<file path="config.mk">
export PLATFORM = sky130hd
export DESIGN_NAME = id_imm_ctrl
export DESIGN_NICKNAME = d
export VERILOG_FILES = /design/src/rtl/id_imm_ctrl.sv
export SDC_FILE = /design/constraint.sdc
export NUM_CORES = 1
export LEC_CHECK = 0
export CAP_MARGIN = 0
export CORE_MARGIN = 2
export CORE_UTILIZATION = 39
export CTS_CLUSTER_SIZE = 24
export DETAILED_ROUTE_END_ITERATION = 16
export PLACE_DENSITY = 0.8
export SLEW_MARGIN = 20
export SYNTH_ARGS = -nofsm -noshare
export SYNTH_HDL_FRONTEND = slang
export SYNTH_SLANG_ARGS = --single-unit
</file>
<file path="constraint.sdc">
create_clock -name clk -period 2 [get_ports clk]
set_input_delay 0.4 -clock clk [delete_from_list [all_inputs] [get_ports clk]]
set_output_delay 0.4 -clock clk [all_outputs]
set_load 0.02 [all_outputs]
</file>
<file path="src/rtl/id_imm_ctrl.sv">
// id_imm_ctrl: decode-stage immediate controller for RV32IM.
//   Decodes the opcode of the offered instruction into imm_sel for the ID-stage
//   sign extender, then registers instruction, PC, returned immediate, imm_sel
//   and the illegal-opcode flag into an output slot for the ID/EX boundary.
//   Ports:
//     clk, reset_n                  clock, asynchronous active-low reset
//     in_valid/in_ready             IF/ID handshake; in_inst, in_pc payload
//     imm_sel (out) / imm_ext (in)  combinational loop through the sign extender
//     flush                         kills every held instruction and the offered one
//     out_valid/out_ready           ID/EX handshake
//     out_inst, out_pc, out_imm, out_imm_sel, out_illegal  registered payload
//   Build option ID_SKID_BUFFER_EN: adds a one-entry skid slot so that in_ready
//   comes straight from a register; without it in_ready = out_ready || !out_valid.
module id_imm_ctrl (
   input  logic        clk,
   input  logic        reset_n,
   input  logic        in_valid,
   output logic        in_ready,
   input  logic [31:0] in_inst,
   input  logic [31:0] in_pc,
   output logic [3:0]  imm_sel,
   input  logic [31:0] imm_ext,
   input  logic        flush,
   output logic        out_valid,
   input  logic        out_ready,
   output logic [31:0] out_inst,
   output logic [31:0] out_pc,
   output logic [31:0] out_imm,
   output logic [3:0]  out_imm_sel,
   output logic        out_illegal
);
   localparam logic [2:0] IMM_TYPE1 = 3'd1;
   localparam logic [2:0] IMM_TYPE2 = 3'd2;
   localparam logic [2:0] IMM_TYPE3 = 3'd3;
   localparam logic [2:0] IMM_TYPE4 = 3'd4;
   localparam logic [2:0] IMM_TYPE5 = 3'd5;
   typedef struct packed {
      logic [31:0] inst;
      logic [31:0] pc;
      logic [31:0] imm;
      logic [3:0]  sel;
      logic        ill;
   } slot_t;
   logic  illegal;
   logic  accept;
   logic  drain;
   slot_t in_slot;
   slot_t out_slot;
   // RV32IM never needs zero extension, so bit3 of imm_sel is always 0.
   always_comb begin
      imm_sel = {1'b0, IMM_TYPE3};
      illegal = 1'b0;
      case (in_inst[6:0])
         7'b0110111, 7'b0010111: imm_sel = {1'b0, IMM_TYPE1};
         7'b1101111:             imm_sel = {1'b0, IMM_TYPE2};
         7'b1100011:             imm_sel = {1'b0, IMM_TYPE4};
         7'b0100011:             imm_sel = {1'b0, IMM_TYPE5};
         7'b1100111, 7'b0000011, 7'b0010011,
         7'b0110011, 7'b0001111, 7'b1110011: imm_sel = {1'b0, IMM_TYPE3};
         default:                illegal = 1'b1;
      endcase
   end
   assign in_slot = {in_inst, in_pc, imm_ext, imm_sel, illegal};
   assign {out_inst, out_pc, out_imm, out_imm_sel, out_illegal} = out_slot;
   assign accept = in_valid && in_ready && !flush;
   assign drain  = out_valid && out_ready;
`ifdef ID_SKID_BUFFER_EN
   logic  skid_valid;
   slot_t skid_slot;
   assign in_ready = !skid_valid;
   // An accept always finds the skid slot empty; it lands in the skid slot
   // only when the output slot is occupied and not draining this edge.
   always_ff @(posedge clk or negedge reset_n) begin
      if (!reset_n) begin
         out_valid  <= 1'b0;
         skid_valid <= 1'b0;
         out_slot   <= '0;
         skid_slot  <= '0;
      end else if (flush) begin
         out_valid  <= 1'b0;
         skid_valid <= 1'b0;
      end else if (accept && out_valid && !out_ready) begin
         skid_slot  <= in_slot;
         skid_valid <= 1'b1;
      end else if (accept) begin
         out_slot  <= in_slot;
         out_valid <= 1'b1;
      end else if (drain) begin
         out_slot   <= skid_valid ? skid_slot : out_slot;
         out_valid  <= skid_valid;
         skid_valid <= 1'b0;
      end
   end
`else
   assign in_ready = out_ready || !out_valid;
   always_ff @(posedge clk or negedge reset_n) begin
      if (!reset_n) begin
         out_valid <= 1'b0;
         out_slot  <= '0;
      end else if (flush) begin
         out_valid <= 1'b0;
      end else if (accept) begin
         out_slot  <= in_slot;
         out_valid <= 1'b1;
      end else if (drain) begin
         out_valid <= 1'b0;
      end
   end
`endif
endmodule

</file>
## Word level (Yosys, flattened, before mapping)

Index checks and enable logic that the tools add are counted.

| operators by class | value |
|---|---|
| eq/ne operators | 11 |
| muxes and demuxes | 5 |
| bitwise gates (word level) | 1 |
| reductions and logical operators | 10 |

Operators with widths:

| cell | number |
|---|---|
| $eq 7x7->1 const B | 4 |
| $eq 7x6->1 const B | 3 |
| $eq 7x5->1 const B | 2 |
| $pmux 3 s4 | 1 |
| $reduce_or 11->1 | 1 |
| $eq 7x2->1 const B | 1 |
| $eq 7x4->1 const B | 1 |
| $mux 1 | 4 |
| $logic_and 1x1->1 | 3 |
| $reduce_bool 3->1 | 1 |
| $logic_not 1->1 | 2 |
| $reduce_and 2->1 | 1 |
| $reduce_or 2->1 | 1 |
| $logic_or 1x1->1 | 1 |
| $not 1->1 | 1 |

| storage, ports and cells | value |
|---|---|
| flip-flop bits (word level) | 102 |
| input port bits | 101 |
| output and inout port bits | 107 |

## Logic depth before layout (Yosys ltp)

Gate-level depths: netlist of the first run.

| logic depth | value |
|---|---|
| depth after elaboration | 6 |
| depth in mapped cells | 5 |

## Worst setup path after synthesis of the first run

No wires, ideal clock.

| timing | value |
|---|---|
| path kind | register to register |
| start | register out_valid |
| end | register out_slot (netlist bit out_imm[0]) |
| data arrival time | 1.434 ns |
| required time | 1.875 ns |
| path slack | 0.441 ns |
| cell stages (with the launch flop) | 6 |
| period minus slack after synthesis | 1.559 ns |
| cells stage by stage | dfrtp_1 -> and2b_1 -> nor2_1 -> buf_4 -> buf_4 -> mux2_2 |

| between the ends | value |
|---|---|
| word-level cells in the longest chain between the ends | 5 |

Ends and longest elaborated chain:

| what | line | RTL |
|---|---|---|
| start, declared | 24 | `output logic out_valid,` |
| start signal, assigned | 98 | `out_valid <= 1'b0;` |
| start signal, assigned | 101 | `out_valid <= 1'b0;` |
| start signal, assigned | 104 | `out_valid <= 1'b1;` |
| $logic_not 1->1 | 95 | `assign in_ready = out_ready \|\| !out_valid;` |
| $logic_or 1x1->1 | 95 |  |
| $logic_and 1x1->1 (2 in series) | 65 | `assign accept = in_valid && in_ready && !flush;` |
| $reduce_and 2->1 (no source line) | n/a |  |
| end signal, assigned | 103 | `out_slot <= in_slot;` |
| end, declared | 48 | `slot_t out_slot;` |

Every way passes these cells.
A chain may end at the register's enable or synchronous reset.

## Worst setup path after layout of the first run

| timing | value |
|---|---|
| start | input port in_inst[1] |
| end | output port imm_sel[0] |

| between the ends | value |
|---|---|
| word-level cells in the longest chain between the ends | 3 |

Ends and longest elaborated chain:

| what | line | RTL |
|---|---|---|
| start, declared | 19 | `input logic [31:0] in_inst,` |
| $eq 7x6->1 or $eq 7x5->1 (tied branches) | 53 | `case (in_inst[6:0])` |
| $reduce_or 2->1 | n/a |  |
| $pmux 3 s4 (*) | 53 |  |
| end, declared | 21 | `output logic [3:0] imm_sel,` |

Every way passes the cells marked *; elsewhere a longest branch is shown, timed or not.

==> summary.md, run 1 <==
| Metric | Value |
|---|---|
| Leak Pwr | `2.64 nW` |
| CP Class | `in2out` |
| Crit path arrival time | `1.54 ns` |
| Die height | `104 um` |
| # hold bufs at CTS | `0` |
| Synth-to-Final Area Change | `63.6%` |
| Post-synth top area share | `0.647` |
| Final Hold Viols | `0` |
| Max Cap Viol | `0` |
| Crit end category | `output port` |
| Core area | `9730 um2` |
| Status | `finished clean` |
| Clk_skew | `0.0111 ns` |
| Vias in the first global route | `3026` |
| Yosys warns | `0` |
| Clk sinks | `101` |
| Die span in x | `104 um` |
| Syn avg cell area | `16.1 um2` |
| Yosys cell types | `22` |
| Total power | `5.59 mW` |
| WL final | `9.68 mm` |
| Total GRT Usage | `0.181` |
| N_diodes | `0` |
| Initial Util | `0.401` |
| Cts bufs inserted | `9` |
| Placed instance area | `6210 um2` |
| Worst Hold Class | `in2async` |
| Max Slew Vio Count | `0` |
| Drt wl/cell | `16.1 um` |
| First-pass GRT wire length | `15.6 mm` |
| Fmax | `514 MHz` |
| Commonest cells in the netlist | `dfrtp_1, mux2_2, buf_4, mux2_1, nor2_1` |
| Post-Syn Instances | `242` |
| Vias | `2813` |
| Post-detail-place hpwl | `7.40 mm` |
| Power Density | `875 nW/um2` |
| DR DRC count | `0` |
| Fin Hold WS | `0.0132 ns` |
| CTS tree | `yes` |
| Final core utilization | `0.657` |
| Mapped cell area | `3900 um2` |
| H-tree level count | `3` |
| CP required | `1.60 ns` |
| Total congestion overflow | `0` |
| Post-synth EDFFs | `0` |
| # setup viols final | `0` |
| CTS Buffer Depth | `2` |
| Synth area leader | `dfrtp_1` |
| Pin count of the biggest net entering global routing | `41` |
| Die ar. | `10800 um2` |
| 1st-pass router iterations | `4` |
| Synth Flop Type | `dfrtp_1` |
| Clock slew seen by the registers of the worst setup and hold paths | `0.11 ns` |
| Antenna violations before repair | `0` |
| Max transition margin | `0.645` |
| Ys async rst share | `1.00` |
| Cell with the most instances after synthesis | `dfrtp_1` |
| Post-route minimum period | `1.94 ns` |
| Setup TNS | `0 ns` |
| FF+latch count, synth | `101` |
| Sequential share of the synthesized area | `0.647` |
| Clk root buf | `clkbuf_8` |
| Worst-Margin Slew | `0.533 ns` |
| Filler cells | `762` |
| Startpoint Class | `input port` |
| VDD IR max | `0.532 mV` |
| Antenna-violating nets left | `0` |
| Site Rows | `36` |
| Design Area, Final | `6390 um2` |
| Via density | `4.68` |
| I/O pin count | `208` |
| I/O Buffers | `205` |
| NumNets Final | `564` |
| DRT iter0 DRCs | `72` |
| Crit-path max FO | `3` |
| Period utilization | `0.972` |
| Clk Latency, worst-skew pair | `0.35 ns` |
| Layout cell share with drive strength beyond 1 | `0.274` |
| GPL Wtd Cong | `0.841` |
| Area contributors post-synth | `dfrtp_1, mux2_2, mux2_1, buf_4, nand2b_1` |
[state kept, by name (all words and copies together) (netlist names)]
register     cells
out_imm         32
out_inst        32
out_pc          32
out_imm_sel      3
out_illegal      1
out_valid        1
[per-layer routing]
layer | part of all wire | track usage | vias to the layer above
li1 | - | - | 1287
met1 | 0.40 | 0.211 | 1382
met2 | 0.51 | 0.305 | 127
met3 | 0.075 | 0.0702 | 17
met4 | 0.023 | 0.0618 | 0
met5 | 0 | 0 | -
[placed cells by master, fill, tap and decap left out]
| cell | instances |
|---|---|
| conb_1 | 2 |
| buf_6 | 1 |
| nand2_1 | 3 |
| or3b_1 | 1 |
| a2111oi_0 | 2 |
| or2b_1 | 1 |
| a21oi_1 | 1 |
| o21ai_0 | 3 |
| a211o_1 | 2 |
| mux2_1 | 8 |
| clkbuf_8 | 9 |
| clkinvlp_4 | 2 |
| or2_1 | 1 |
| o41ai_1 | 1 |
| nand3b_1 | 2 |
| buf_4 | 14 |
| clkdlybuf4s50_1 | 195 |
| mux2_4 | 1 |
| buf_12 | 4 |
| nand4b_1 | 1 |
| clkinv_2 | 1 |
| dfrtp_1 | 101 |
| nor2_4 | 1 |
| inv_1 | 3 |
| buf_2 | 2 |
| and2b_1 | 1 |
| nand2b_1 | 3 |
| dlymetal6s2s_1 | 2 |
| dlygate4sd2_1 | 4 |
| mux2_2 | 89 |
| nor2_1 | 3 |
| inv_6 | 4 |
[worst max-delay path, cell delays in order]
cell and delay (ns):
clkdlybuf4s50_1 0.52, nand4b_1 0.14, a211o_1 0.31, buf_2 0.17
[layout make-up]
| class | count | area [um2] | area share |
|---|---|---|---|
| Sequential cell | 101 | 2530 | 0.396 |
| Inverter | 3 | 11.3 | 0.00176 |
| Clock inverter | 7 | 55.1 | 0.00862 |
| Clock buffer | 9 | 124 | 0.0194 |
| Multi-Input combinational cell | 126 | 1280 | 0.201 |
| Tap cell | 133 | 166 | 0.0261 |
| Timing Repair Buffer | 222 | 2220 | 0.347 |
[repair_timing]
item	CTS	global route
buffers inserted	0	1
setup endpoints to repair	4	2
pin swaps	2	2
gates resized for setup	16	4
[stage by stage]
stage	setup slack (ns)	instances
after floorplan	0.441	243
after global placement	-0.457	584
after detailed placement	-0.463	584
after CTS	-0.109	600
after global routing	-0.00176	601
final	0.0561	601
[final timing paths]
kind                                                from                       end  slack (ns)  depth (start not counted)
worst max register to register     out_valid$_DFFE_PN0P_   out_imm[31]$_DFFE_PN0P_        0.41                          4
worst min register to register  out_inst[26]$_DFFE_PN0P_  out_inst[26]$_DFFE_PN0P_        0.49                          1
worst min-delay path                             reset_n   out_imm[30]$_DFFE_PN0P_        0.01                          1
min in group clk                              in_inst[0]   out_inst[0]$_DFFE_PN0P_        0.40                          2
max in group asynchronous                        reset_n    out_imm[8]$_DFFE_PN0P_        1.38                          2
worst max-delay path                          in_inst[1]                imm_sel[0]        0.06                          4
[where the power goes]
| part | internal (mW) | leakage, nW | switching, mW |
|---|---|---|---|
| combinational | 1.03 | 1.37 | 0.815 |
| sequential | 2.38 | 1.19 | 0.168 |
| clock | 0.469 | 0.0870 | 0.729 |
| total | 3.88 | 2.64 | 1.71 |
[cells by family after synthesis]
family                 share of synthesized area
other                                   0.000960
AND/OR/NAND/NOR                           0.0253
AO/OA/AOI/OAI                             0.0163
buffers and inverters                     0.0266
flip-flops                                 0.647
multiplexers                               0.284
Power figures use the tool's default switching activity.
==> run 2: changes to the inputs <==
--- a/config.mk
+++ b/config.mk
@@ -10,6 +10,7 @@
 export CORE_UTILIZATION = 39
 export CTS_CLUSTER_SIZE = 24
 export DETAILED_ROUTE_END_ITERATION = 16
+export GPL_TIMING_DRIVEN = 0
 export PLACE_DENSITY = 0.8
 export SLEW_MARGIN = 20
 export SYNTH_ARGS = -nofsm -noshare
==> run 2 against run 1 <==
- routed wire length is 2.3% higher
- sequential power hardly changed
- first-iteration DRC count fell by 39%
- sequential share of layout area is 0.12 points higher
- clock power is 5% higher
- clock skew down 0.0061 ns
- sequential cell count unchanged
- maximum frequency increased by 1.4%
- die area unchanged
==> summary.md, run 2 (same netlist as run 1, synthesis figures left out) <==
| Metric | Value |
|---|---|
| Reg2Reg Setup Slack | `0.33 ns (-0.08 ns)` |
| Total GRT Usage | `0.186 (+0.00519)` |
| Max Slew Vio Count | `0 (unchanged)` |
| Antenna-violating nets left | `0 (unchanged)` |
| Post-detail-place hpwl | `7.55 mm (+2.0%)` |
| CP required | `1.60 ns (about the same)` |
| NumNets Final | `565 (+0.18%)` |
| Period utilization | `0.959 (-0.0134)` |
| HP Start | `in_inst[0]` |
| Most frequent cells in the layout | `clkdlybuf4s50_1, dfrtp_1, mux2_2` |
| Total congestion overflow | `0 (unchanged)` |
| Antenna violations before repair | `0 (unchanged)` |
| Crit path arrival time | `1.52 ns (-0.02 ns)` |
| Synth-to-Final Area Change | `63.1%` |
| Storage element area | `2530 um2 (unchanged)` |
| Cts bufs inserted | `9 (unchanged)` |
| Max Cap Viol | `0 (unchanged)` |
| DRT iter0 DRCs | `44 (-39%)` |
| RSZ-0062 raised after global routing | `false` |
| Status | `finished clean` |
| Area of the multi-input gates | `1280 um2 (-0.39%)` |
| Leak Pwr | `2.64 nW (about the same)` |
| Reg2reg end | `out_imm[15]$_DFFE_PN0P_` |
| Pin count of the biggest net entering global routing | `56 (+37%)` |
| Cells after DPL | `582 (-0.34%)` |
| Worst Hold Class | `in2reg` |
| WL final | `9.90 mm (+2.3%)` |
| Commonest non-fill, non-tap cell in the layout | `clkdlybuf4s50_1` |
| GPL Wtd Cong | `0.740 (-12%)` |
| # setup viols final | `0 (unchanged)` |
| DP Worst Slack | `-0.595 ns (-0.132 ns)` |
| VDD IR max | `0.575 mV (+8.0%)` |
| Hold Crit Endpoint | `out_inst[0]$_DFFE_PN0P_` |
| Final Hold Viols | `0 (unchanged)` |
| Die ar. | `10800 um2 (unchanged)` |
| Die span in x | `104 um (unchanged)` |
| Core area | `9730 um2 (unchanged)` |
| H-tree level count | `3 (unchanged)` |
| CTS Buffer Depth | `2 (unchanged)` |
| Design Area, Final | `6370 um2 (-0.31%)` |
| First-pass GRT wire length | `15.9 mm (+2.2%)` |
| RR Startpoint | `out_valid$_DFFE_PN0P_` |
| Placed instance area | `6160 um2 (-0.87%)` |
| Fin Hold WS | `0.369 ns (+0.356 ns)` |
| Power Density | `887 nW/um2 (+1.4%)` |
| Layout cell share with drive strength beyond 1 | `0.273 (-0.000583)` |
| Clk_skew | `0.00492 ns (-0.00613 ns)` |
| PnR worst setup slack | `0.0829 ns (+0.0268 ns)` |
| Post-route minimum period | `1.92 ns (-0.0268 ns)` |
| 1st-pass router iterations | `4 (unchanged)` |
| Site Rows | `36 (unchanged)` |
| Cells on Worst Hold Path | `2` |
| Drt wl/cell | `16.4 um (+2.1%)` |
| I/O Buffers | `205 (unchanged)` |
| Filler cells | `759 (-0.39%)` |
| Vias | `2833 (+0.71%)` |
| Die height | `104 um (unchanged)` |
| Crit end category | `output port` |
| CTS tree | `yes` |
| I/O pin count | `208 (unchanged)` |
| N_diodes | `0 (unchanged)` |
| Max transition margin | `0.657 (+0.0120)` |
| Crit-path max FO | `5 (+2)` |
| CP Class | `in2out` |
| Worst-Margin Slew | `0.515 ns (-0.0180 ns)` |
| Fmax | `522 MHz (+1.4%)` |
| Clk root buf | `clkbuf_8` |
| DR DRC count | `0 (unchanged)` |
| Startpoint Class | `input port` |
| Clock slew seen by the registers of the worst setup and hold paths | `0.09 ns (-0.02 ns)` |
| Via density | `4.71 (+0.54%)` |
| Clk sinks | `101 (unchanged)` |
| Fin cells | `602 (+0.17%)` |
| Initial Util | `0.401 (unchanged)` |
| FF-to-FF path depth | `5 (+1)` |
| Vias in the first global route | `3141 (+3.8%)` |
| Clk Latency, worst-skew pair | `0.35 ns (about the same)` |
## run 2: area by class of cell
type,instances,share of cell area
multi-input cells,126,0.201
inverters,3,0.00177
well taps,133,0.0261
flip-flops and latches,101,0.397
plain buffers,13,0.0145
repair buffers,210,0.330
clock buffers,10,0.0200
clock inverters,6,0.0100
## run 2: repair_timing
action | 4_1_cts | 5_1_grt
setup endpoints to repair | 4 | 3
gates resized for setup | 16 | 6
endpoints found under the hold margin | 21 | 0
pin swaps | 1 | 2
setup buffers | 1 | 2
hold buffers | 1 | 0
## run 2: how the worst max path moves through the flow
stage                          start                       to  depth (start not counted)
6_report                  in_inst[5]               imm_sel[1]                          4
5_1_grt                   in_inst[5]               imm_sel[1]                          4
4_1_cts                   in_inst[1]               imm_sel[0]                          4
3_5_place_dp              in_inst[2]               imm_sel[1]                          4
3_3_place_gp                 reset_n  out_imm[10]$_DFFE_PN0P_                          1
2_1_floorplan  out_valid$_DFFE_PN0P_   out_imm[0]$_DFFE_PN0P_                          5
## run 2: critical path: stages
cell and delay, ns:
dlygate4sd2_1 0.28, or3b_1 0.37, a211o_1 0.29, buf_2 0.17
## run 2: layer usage
metal / global-route usage / wire (um)
met1: 0.195 / 3630
met2: 0.338 / 5290
met3: 0.0633 / 775
met4: 0.0811 / 203
met5: 0 / 0
## run 2: where the power goes
group | total [mW] | internal, mW | switching [mW]
Clock | 1.26 | 0.577 | 0.686
Sequential | 2.54 | 2.38 | 0.167
Combinational | 1.84 | 1.02 | 0.817
Total | 5.65 | 3.98 | 1.67
## run 2: through the flow
stage,utilization,setup TNS [ns],power (mW)
after floorplan,-,0,3.39
after CTS,0.653,0,5.72
after global routing,0.654,0,5.92
after detailed placement,0.633,-12.54,4.45
final,0.654,0,5.65
after global placement,0.630,-334.30,4.39
==> run 3: changes to the inputs <==
--- a/config.mk
+++ b/config.mk
@@ -6,6 +6,7 @@
 export NUM_CORES = 1
 export LEC_CHECK = 0
 export CAP_MARGIN = 0
+export CORE_ASPECT_RATIO = 0.6
 export CORE_MARGIN = 2
 export CORE_UTILIZATION = 39
 export CTS_CLUSTER_SIZE = 24
@@ -16,3 +17,4 @@
 export SYNTH_ARGS = -nofsm -noshare
 export SYNTH_HDL_FRONTEND = slang
 export SYNTH_SLANG_ARGS = --single-unit
+export TNS_END_PERCENT = 10
==> constraint.sdc (replaced) <==
create_clock -name clk -period 2 [get_ports clk]
set_input_delay 0.4 -clock clk [delete_from_list [all_inputs] [get_ports clk]]
set_output_delay 0.4 -clock clk [all_outputs]
set_load 0.01 [all_outputs]
==> run 3 against run 2 <==
- critical path depth is 2 higher
- total power is 3.3% higher
- register-to-register slack worse by 0.13 ns
- global-route usage is 0.51 points lower
- routed wire length is 1.3% lower
- highest routed layer unchanged
==> summary.md, run 3 (same netlist as run 1, synthesis figures left out) <==
| Metric | Value |
|---|---|
| Status | `finished clean` |
| Max Cap Viol | `0 (unchanged)` |
| Post-route minimum period | `1.95 ns (+0.0372 ns)` |
| Commonest non-fill, non-tap cell in the layout | `clkdlybuf4s50_1` |
| Antenna-violating nets left | `0 (unchanged)` |
| Total power | `5.84 mW (+3.3%)` |
| Total GRT Usage | `0.181 (-0.00509)` |
| Fin Hold WS | `0.401 ns (+0.0320 ns)` |
| 1st-pass router iterations | `4 (unchanged)` |
| Drt wl/cell | `16.3 um (-1.1%)` |
| CP top delay family | `buffers and inverters` |
| Die span in x | `133 um (+28%)` |
| Crit-path max cell delay | `0.45 ns (+0.08 ns)` |
| Cts bufs inserted | `9 (unchanged)` |
| DR DRC count | `0 (unchanged)` |
| Leak Pwr | `2.68 nW (+1.6%)` |
| Initial Util | `0.398 (-0.00328)` |
| Crit-path cells | `clkdlybuf4s50_1 > and2b_1 > nor2_1 > buf_4 > buf_4 > mux2_2` |
| Clock slew seen by the registers of the worst setup and hold paths | `0.06 ns (-0.03 ns)` |
| Clk Latency, worst-skew pair | `0.33 ns (-0.02 ns)` |
| GPL Wtd Cong | `0.752 (+1.6%)` |
| Period utilization | `0.977 (+0.0186)` |
| Filler cells | `741 (-2.4%)` |
| RR Startpoint | `out_valid$_DFFE_PN0P_` |
| Die ar. | `10900 um2 (+0.24%)` |
| Worst Hold Class | `in2reg` |
| Crit-path max FO | `10 (+5)` |
| Die height | `81.5 um (-22%)` |
| # setup viols final | `0 (unchanged)` |
| Crit path arrival time | `2.16 ns (+0.64 ns)` |
| Power Density | `904 nW/um2 (+1.9%)` |
| Vias in the first global route | `2960 (-5.8%)` |
| Post-detail-place hpwl | `7.61 mm (+0.77%)` |
| Fmax | `512 MHz (-1.9%)` |
| Antenna violations before repair | `0 (unchanged)` |
| Worst path slowest cell | `clkdlybuf4s50_1` |
| Startpoint Class | `input port` |
| Vias | `2767 (-2.3%)` |
| CP required | `2.21 ns (+0.61 ns)` |
| HP Start | `in_inst[5]` |
| VDD IR max | `0.425 mV (-26%)` |
| DRT iter0 DRCs | `106 (+140%)` |
| I/O Buffers | `205 (unchanged)` |
| Via density | `4.60 (-2.2%)` |
| CP Buf/Inv Count | `3 (+1)` |
| WL final | `9.77 mm (-1.3%)` |
| NumNets Final | `563 (-0.35%)` |
| Max Slew Vio Count | `0 (unchanged)` |
| Site Rows | `28 (-22%)` |
| Layout cell share with drive strength beyond 1 | `0.273 (-0.000389)` |
| Total congestion overflow | `0 (unchanged)` |
| RSZ-0062 raised after global routing | `false` |
| Clk sinks | `101 (unchanged)` |
| CTS Buffer Depth | `2 (unchanged)` |
| CP dominant cell by count | `buf_4` |
| Crit end category | `flop` |
| N_diodes | `0 (unchanged)` |
| Clk_skew | `0.00744 ns (+0.00252 ns)` |
| Most frequent cells in the layout | `clkdlybuf4s50_1, dfrtp_1, mux2_2` |
| Final core utilization | `0.658 (+0.00359)` |
| Setup TNS | `0 ns (unchanged)` |
| Synth-to-Final Area Change | `65.3%` |
| CTS tree | `yes` |
| Final Hold Viols | `0 (unchanged)` |
| CP Class | `in2reg` |
| Pin count of the biggest net entering global routing | `85 (+52%)` |
| I/O pin count | `208 (unchanged)` |
| Core area | `9810 um2 (+0.82%)` |
| Critical Path Source | `out_ready` |
| First-pass GRT wire length | `15.1 mm (-5.2%)` |
| H-tree level count | `3 (unchanged)` |
| Clk root buf | `clkbuf_16` |
[run 3: area by class of cell]
cell class | count | area, um2 | area share
multi-input cells | 126 | 1280 | 0.198
inverters | 3 | 11.3 | 0.00174
plain buffers | 13 | 92.6 | 0.0143
well taps | 135 | 169 | 0.0262
flip-flops and latches | 101 | 2530 | 0.392
clock buffers | 10 | 239 | 0.0370
repair buffers | 208 | 2080 | 0.322
clock inverters | 5 | 60.1 | 0.00930
[run 3: path summary, 6_finish.rpt]
check                                                end  slack (ns)  cells past startpoint
worst max-delay path            out_inst[28]$_DFFE_PN0P_        0.05                      6
worst min-delay path             out_inst[5]$_DFFE_PN0P_        0.40                      2
worst max register to register  out_inst[28]$_DFFE_PN0P_        0.20                      5
worst min register to register  out_inst[23]$_DFFE_PN0P_        0.49                      1
max in group asynchronous         out_pc[19]$_DFFE_PN0P_        0.91                      3
min in group asynchronous        out_inst[9]$_DFFE_PN0P_        0.46                      2
[run 3: metrics by stage]
step | worst slack (ns) | cell area [um2] | cells
2_1_floorplan | 0.497 | 3910 | 243
3_3_place_gp | -3.08 | 6130 | 583
3_5_place_dp | -0.557 | 6160 | 584
4_1_cts | -0.0351 | 6470 | 601
5_1_grt | 0.0101 | 6450 | 601
6_report | 0.0458 | 6450 | 601
[run 3: what timing repair did]
action                                  in CTS  in global routing
hold endpoints to repair                    17                  0
pin swaps                                    2                  2
setup buffers                                1                  0
gates resized for setup                     19                  4
hold buffers                                 1                  0
endpoints found under the setup margin       4                  3
[run 3: report_power, final]
group | internal [mW] | total [mW] | switching (mW)
Clock | 1.00 | 1.72 | 0.716
Sequential | 2.38 | 2.55 | 0.167
Combinational | 1.02 | 1.57 | 0.549
Total | 4.40 | 5.84 | 1.43
[run 3: per-layer routing]
metal  vias up  track usage  wire (um)
li1       1282            -          -
met1      1354        0.202       3890
met2       129        0.322       4860
met3         2       0.0852        977
met4         0       0.0415         40
met5         -            0          0
[run 3: worst register-to-register path, delay by kind of cell, from the launching register on]
family	cells	cell delay (ns)
and+or+nand+nor	2	0.45
DFF	1	0.38
buffers and inverters	2	0.50
muxes	1	0.36
